==> src/rtl/alu_pkg.sv <==
// ---- alu_pkg: operation codes, FSM states and command check for controlador_alu ----
// Rev 1.0
`default_nettype none

package alu_pkg;

  typedef enum logic [3:0] {
    OP_SUMA  = 4'd0,
    OP_RESTA = 4'd1,
    OP_MUL   = 4'd2,
    OP_DIV   = 4'd3,
    OP_MOD   = 4'd4,
    OP_AND   = 4'd5,
    OP_OR    = 4'd6,
    OP_XOR   = 4'd7,
    OP_SHL   = 4'd8,
    OP_SHR   = 4'd9
  } op_e;

  localparam logic [3:0] SELECCION_MAX = 4'd9;

  typedef enum logic [1:0] {
    INACTIVO  = 2'd0,
    EJECUTAR  = 2'd1,
    RESPONDER = 2'd2
  } estado_e;

  // Illegal opcode, or division/modulo whose divisor is zero.
  function automatic logic comando_invalido(input logic [3:0] sel, input logic b_cero);
    logic es_div;
    es_div = (sel == OP_DIV) || (sel == OP_MOD);
    return (sel > SELECCION_MAX) || (es_div && b_cero);
  endfunction

endpackage

`default_nettype wire

==> src/rtl/controlador_alu.sv <==
// ---- controlador_alu: command/response sequencer around an external combinational ALU ----
// Rev 1.0
`default_nettype none

module controlador_alu
  import alu_pkg::*;
#(
  parameter int ancho      = 3,
  parameter int ESPERA     = 1,
  parameter int ANCHO_CONT = 8
) (
  input  logic                  clk,
  input  logic                  rst_n,
  input  logic                  cmd_valido,
  output logic                  cmd_listo,
  input  logic [ancho:0]        cmd_operandoA,
  input  logic [ancho:0]        cmd_operandoB,
  input  logic [3:0]            cmd_seleccion,
  input  logic                  cmd_acumular,
  output logic [ancho:0]        operandoA,
  output logic [ancho:0]        operandoB,
  output logic [3:0]            seleccion,
  input  logic [ancho:0]        resultado,
  input  logic [3:0]            banderas,
  output logic                  rsp_valido,
  input  logic                  rsp_listo,
  output logic [ancho:0]        rsp_resultado,
  output logic [3:0]            rsp_banderas,
  output logic                  rsp_error,
  output logic [ANCHO_CONT-1:0] ops_completadas
);

  localparam logic [3:0] c_ULTIMO = 4'(ESPERA - 1);

  estado_e               r_estado;
  estado_e               w_estado_sig;
  logic [3:0]            r_espera;
  logic [ancho:0]        r_opA;
  logic [ancho:0]        r_opB;
  logic [3:0]            r_sel;
  logic [ancho:0]        r_acum;
  logic [ancho:0]        r_res;
  logic [3:0]            r_flg;
  logic                  r_err;
  logic [ANCHO_CONT-1:0] r_ops;

  logic w_cmd_error;
  logic w_acepta;
  logic w_fin_espera;
  logic w_rsp_hs;
  logic w_cmd_listo;
  logic w_rsp_valido;

  assign w_cmd_error  = comando_invalido(cmd_seleccion, cmd_operandoB == '0);
  assign w_acepta     = (r_estado == INACTIVO) && cmd_valido;
  assign w_fin_espera = (r_estado == EJECUTAR) && (r_espera == c_ULTIMO);
  assign w_rsp_hs     = (r_estado == RESPONDER) && rsp_listo;

  always_ff @(posedge clk or negedge rst_n) begin
    if (!rst_n) begin
      r_estado <= INACTIVO;
    end else begin
      r_estado <= w_estado_sig;
    end
  end

  always_comb begin
    w_estado_sig = r_estado;
    w_cmd_listo  = 1'b0;
    w_rsp_valido = 1'b0;
    case (r_estado)
      INACTIVO: begin
        w_cmd_listo = 1'b1;
        if (cmd_valido) begin
          w_estado_sig = w_cmd_error ? RESPONDER : EJECUTAR;
        end
      end
      EJECUTAR: begin
        if (w_fin_espera) begin
          w_estado_sig = RESPONDER;
        end
      end
      RESPONDER: begin
        w_rsp_valido = 1'b1;
        if (rsp_listo) begin
          w_estado_sig = INACTIVO;
        end
      end
      default: w_estado_sig = INACTIVO;
    endcase
  end

  // Rejected commands never touch the ALU ports; only the response registers load.
  always_ff @(posedge clk or negedge rst_n) begin
    if (!rst_n) begin
      r_espera <= 4'd0;
      r_opA    <= '0;
      r_opB    <= '0;
      r_sel    <= 4'd0;
      r_res    <= '0;
      r_flg    <= 4'd0;
      r_err    <= 1'b0;
    end else begin
      if (w_acepta) begin
        if (w_cmd_error) begin
          r_res <= '0;
          r_flg <= 4'd0;
          r_err <= 1'b1;
        end else begin
          r_opA    <= cmd_acumular ? r_acum : cmd_operandoA;
          r_opB    <= cmd_operandoB;
          r_sel    <= cmd_seleccion;
          r_espera <= 4'd0;
        end
      end
      if (r_estado == EJECUTAR) begin
        r_espera <= r_espera + 4'd1;
        if (w_fin_espera) begin
          r_res <= resultado;
          r_flg <= banderas;
          r_err <= 1'b0;
        end
      end
    end
  end

  always_ff @(posedge clk or negedge rst_n) begin
    if (!rst_n) begin
      r_acum <= '0;
      r_ops  <= '0;
    end else if (w_rsp_hs && !r_err) begin
      r_acum <= r_res;
      r_ops  <= r_ops + ANCHO_CONT'(1);
    end
  end

  assign cmd_listo       = w_cmd_listo;
  assign rsp_valido      = w_rsp_valido;
  assign operandoA       = r_opA;
  assign operandoB       = r_opB;
  assign seleccion       = r_sel;
  assign rsp_resultado   = r_res;
  assign rsp_banderas    = r_flg;
  assign rsp_error       = r_err;
  assign ops_completadas = r_ops;

endmodule

`default_nettype wire

==> config.mk <==
export PLATFORM = sky130hd
export DESIGN_NAME = controlador_alu
export DESIGN_NICKNAME = d
export VERILOG_FILES = /design/src/rtl/alu_pkg.sv /design/src/rtl/controlador_alu.sv
export SDC_FILE = /design/constraint.sdc
export NUM_CORES = 1
export LEC_CHECK = 0
export BUFFER_PORTS_ARGS = -buffer_cell sky130_fd_sc_hd__buf_2
export CORE_ASPECT_RATIO = 2
export CORE_MARGIN = 5
export CORE_UTILIZATION = 30
export CTS_CLUSTER_SIZE = 10
export DETAILED_ROUTE_END_ITERATION = 10
export PLACE_DENSITY = 0.54
export SKIP_CTS_REPAIR_TIMING = 1
export SYNTH_ARGS = -nofsm -noshare
export SYNTH_HDL_FRONTEND = slang
export SYNTH_SLANG_ARGS = --single-unit
==> constraint.sdc <==
create_clock -name clk -period 1.4 [get_ports clk]
set_input_delay 0.14 -clock clk [delete_from_list [all_inputs] [get_ports clk]]
set_output_delay 0.14 -clock clk [all_outputs]
set_load 0.02 [all_outputs]
==> results.md <==
* Outcome: complete, but fails checks
* Failing checks: setup timing
* Fraction of layout cells with a size suffix above 1 at 58.5%
* Worst Tran Pin Value at 0.352 ns
* Post-synthesis cell count at 149
* Family with the most delay on the worst path: simple AND/OR/NAND/NOR gates
* Worst-path cell chain: nor4bb_2, buf_4, and4_4, nand3_2, xnor2_1
* H-tree depth at 2
* Vias at 1454
* Number of synthesized register bits at 39
* CP endpoint kind: register
* Multi-input logic area at 882 µm²
* Drt drc at 0
* Primary FF master, synth: dfrtp_1
* CTS tree: yes
* Die Width at 63.9 µm
* CTS Sinks at 39
* Hpwl dp at 3250 µm
* Tot GR Track Use at 12.0%
* Synth Area per Inst at 11.7 µm²
* Reg area at 980 µm²
* Critical path type: reg -> reg
* Initial DRC Count at 68
* Top-count cell post-synth: dfrtp_1
* Top cell type's share of synthesized area at 56.0%
* CP max-delay cell: dfrtp_2
* Worst Path Required at 1.57 ns
* Startpoint types: register
* Synth top cells by count: 39 x dfrtp_1, 13 x a21oi_1, 13 x nand2_1
* Tmin final at 1.45 ns
* Fill cell count at 548
* Wire length per cell at 15.2 µm
* Tightest Hold Check Type: in -> reg
* Post-synth net total at 177
* Synthesized cell area at 0.00174 mm²
* Slew HR at 76.5%
* Setup violations, final at 11
* Yosys cell types at 37
* Nets at 263
* First-pass GRT wire length at 7220 µm
* Final core occ at 46.8%
* Lkg Pwr at 0.00131 µW
* Clock buffer depth at 2
* Max VDD drop at 1.10 mV
* Buf/Inv on CP at 1
* PD cells at 2140 mW/mm²
* N_diodes at 0
* Root buf cell: clkbuf_16
* RSZ-0062 raised after global routing: yes
* Via density at 4.90
* Top post-synthesis cells by area: dfrtp_1 56%, mux2_4 5.2%, mux2_2 3.9%, a21oi_1 3.7%, nand3_1 2.9%
* Core area at 0.00571 mm²
* Pin count of the biggest net entering global routing at 40
* Clock slew at reported path FFs at 0.06 ns
* Sequential fraction of the synthesis area at 56.0%
* EDFF count, synth at 0
* Max-Cap Viols at 0
* Number of port buffers at 55
* Layout Cell Area excl Fill at 0.00267 mm²
* Max-slew violation count at 0
* Initial Util at 30.5%
* Synth area leader: dfrtp_1
* GPL Wtd Cong at 0.728
* Asr flop ratio synth at 100%
* Warnings from Yosys at 0
* Crit share post-route at 103%
* Post-Route Skew at 0.00442 ns
* Smallest setup slack after layout at -0.0471 ns
* DRT Wirelength at 4530 µm
* Placed cell area at 0.00228 mm²
* Antenna-violating nets left at 0
* Worst path max stage delay at 0.43 ns
* Die ar. at 0.00753 mm²
* CTS Buf Count at 5
* Layout area overhead at 53.4%
* Final Hold Fails at 0
* Latest clock arrival within the worst-skew pair at 0.28 ns
* Initial antenna violation count at 0
* Crit-path max FO at 5
* Die span in y at 118 µm
* 1st-pass router iterations at 4
* Vias in the first global route at 1525
* # IOs at 56
* F_max at 0.691 GHz
* CP arrival at 1.62 ns
* Rows at 39
* GRT Residual Overflow at 0
registers in the layout (all words and copies together) (netlist names):
register / cells
rsp_banderas: 4
rsp_error: 1
ops_completadas: 8
operandoB: 4
operandoA: 4
rsp_resultado: 4
r_estado: 2
seleccion: 4
r_acum: 4
r_espera: 4
placed cells by master (no fill, tap or decap), types with 3 or more instances in the layout:
cell type,count
a21oi_1,6
a21oi_2,7
a31oi_1,5
buf_2,54
buf_4,22
buf_6,7
clkbuf_16,5
dfrtp_1,36
dfrtp_2,3
mux2_4,10
mux2i_1,4
nand2_1,4
nand2_2,6
nand2_4,4
nand3_1,9
nor2_1,4
xnor2_1,5
xor2_1,4
layout make-up:
cell class                      instances  share of cell area, %
Clock buffer                            7                   5.71
Clock inverter                          1                  0.281
Inverter                                3                  0.421
Multi-Input combinational cell        100                   33.0
Sequential cell                        39                   36.6
Tap cell                               61                   2.85
Timing Repair Buffer                   86                   21.1
per-stage QoR:
stage	power [µW]	std cells	setup WS [ns]	TNS, ns	hold slack (ns)
floorplan	3230	149	-0.0671	-0.0671	-0.156
global route	6120	297	-0.133	-1.44	0.108
detailed placement	4130	281	-0.178	-2.49	0.129
global placement	4110	281	-0.171	-2.66	0.125
CTS	5360	289	-0.131	-1.25	-0.179
finish	5720	297	-0.0471	-0.198	0.106
routing by layer:
layer	vias up	GRT usage, %	part of all wire, %
met1	699	12.8	36
met5	-	0	0
li1	700	-	-
met3	11	3.63	6.4
met4	0	6.24	2.5
met2	44	20.4	55
power breakdown:
| group | leakage (µW) | internal [µW] | total, µW | switching, µW |
|---|---|---|---|---|
| sequential | 0.000490 | 1570 | 1920 | 351 |
| clock | 0.0000761 | 757 | 1200 | 440 |
| combinational | 0.000749 | 1260 | 2600 | 1340 |
| total | 0.00131 | 3590 | 5720 | 2130 |
worst reg2reg max path, cell delays in order, from the launching register on:
cell and delay, ns:
dfrtp_2 0.43, nor4bb_2 0.27, buf_4 0.19, and4_4 0.24
nand3_2 0.08, xnor2_1 0.13
logic make-up after synthesis:
logic type	Yosys count	share of synthesized area [%]
compound gates	25	9.05
xor+xnor	9	4.52
fa+ha+maj	3	2.15
buf+inv	11	3.01
flops	39	56.0
mux	16	11.3
simple gates	46	13.9
worst paths after layout:
path | from | endpoint | slack (ns) | cells after the start
setup / recovery | r_estado[0] | ops_completadas[7] | -0.05 | 5
hold / removal | cmd_operandoB[2] | operandoB[2] | 0.11 | 2
setup reg to reg | r_estado[0] | ops_completadas[7] | -0.05 | 5
hold reg to reg | ops_completadas[7] | ops_completadas[7] | 0.46 | 1
max in group asynchronous | rst_n | r_estado[1] | 0.84 | 3
min in group asynchronous | rst_n | rsp_banderas[1] | 0.35 | 3
Power figures use the tool's default switching activity.
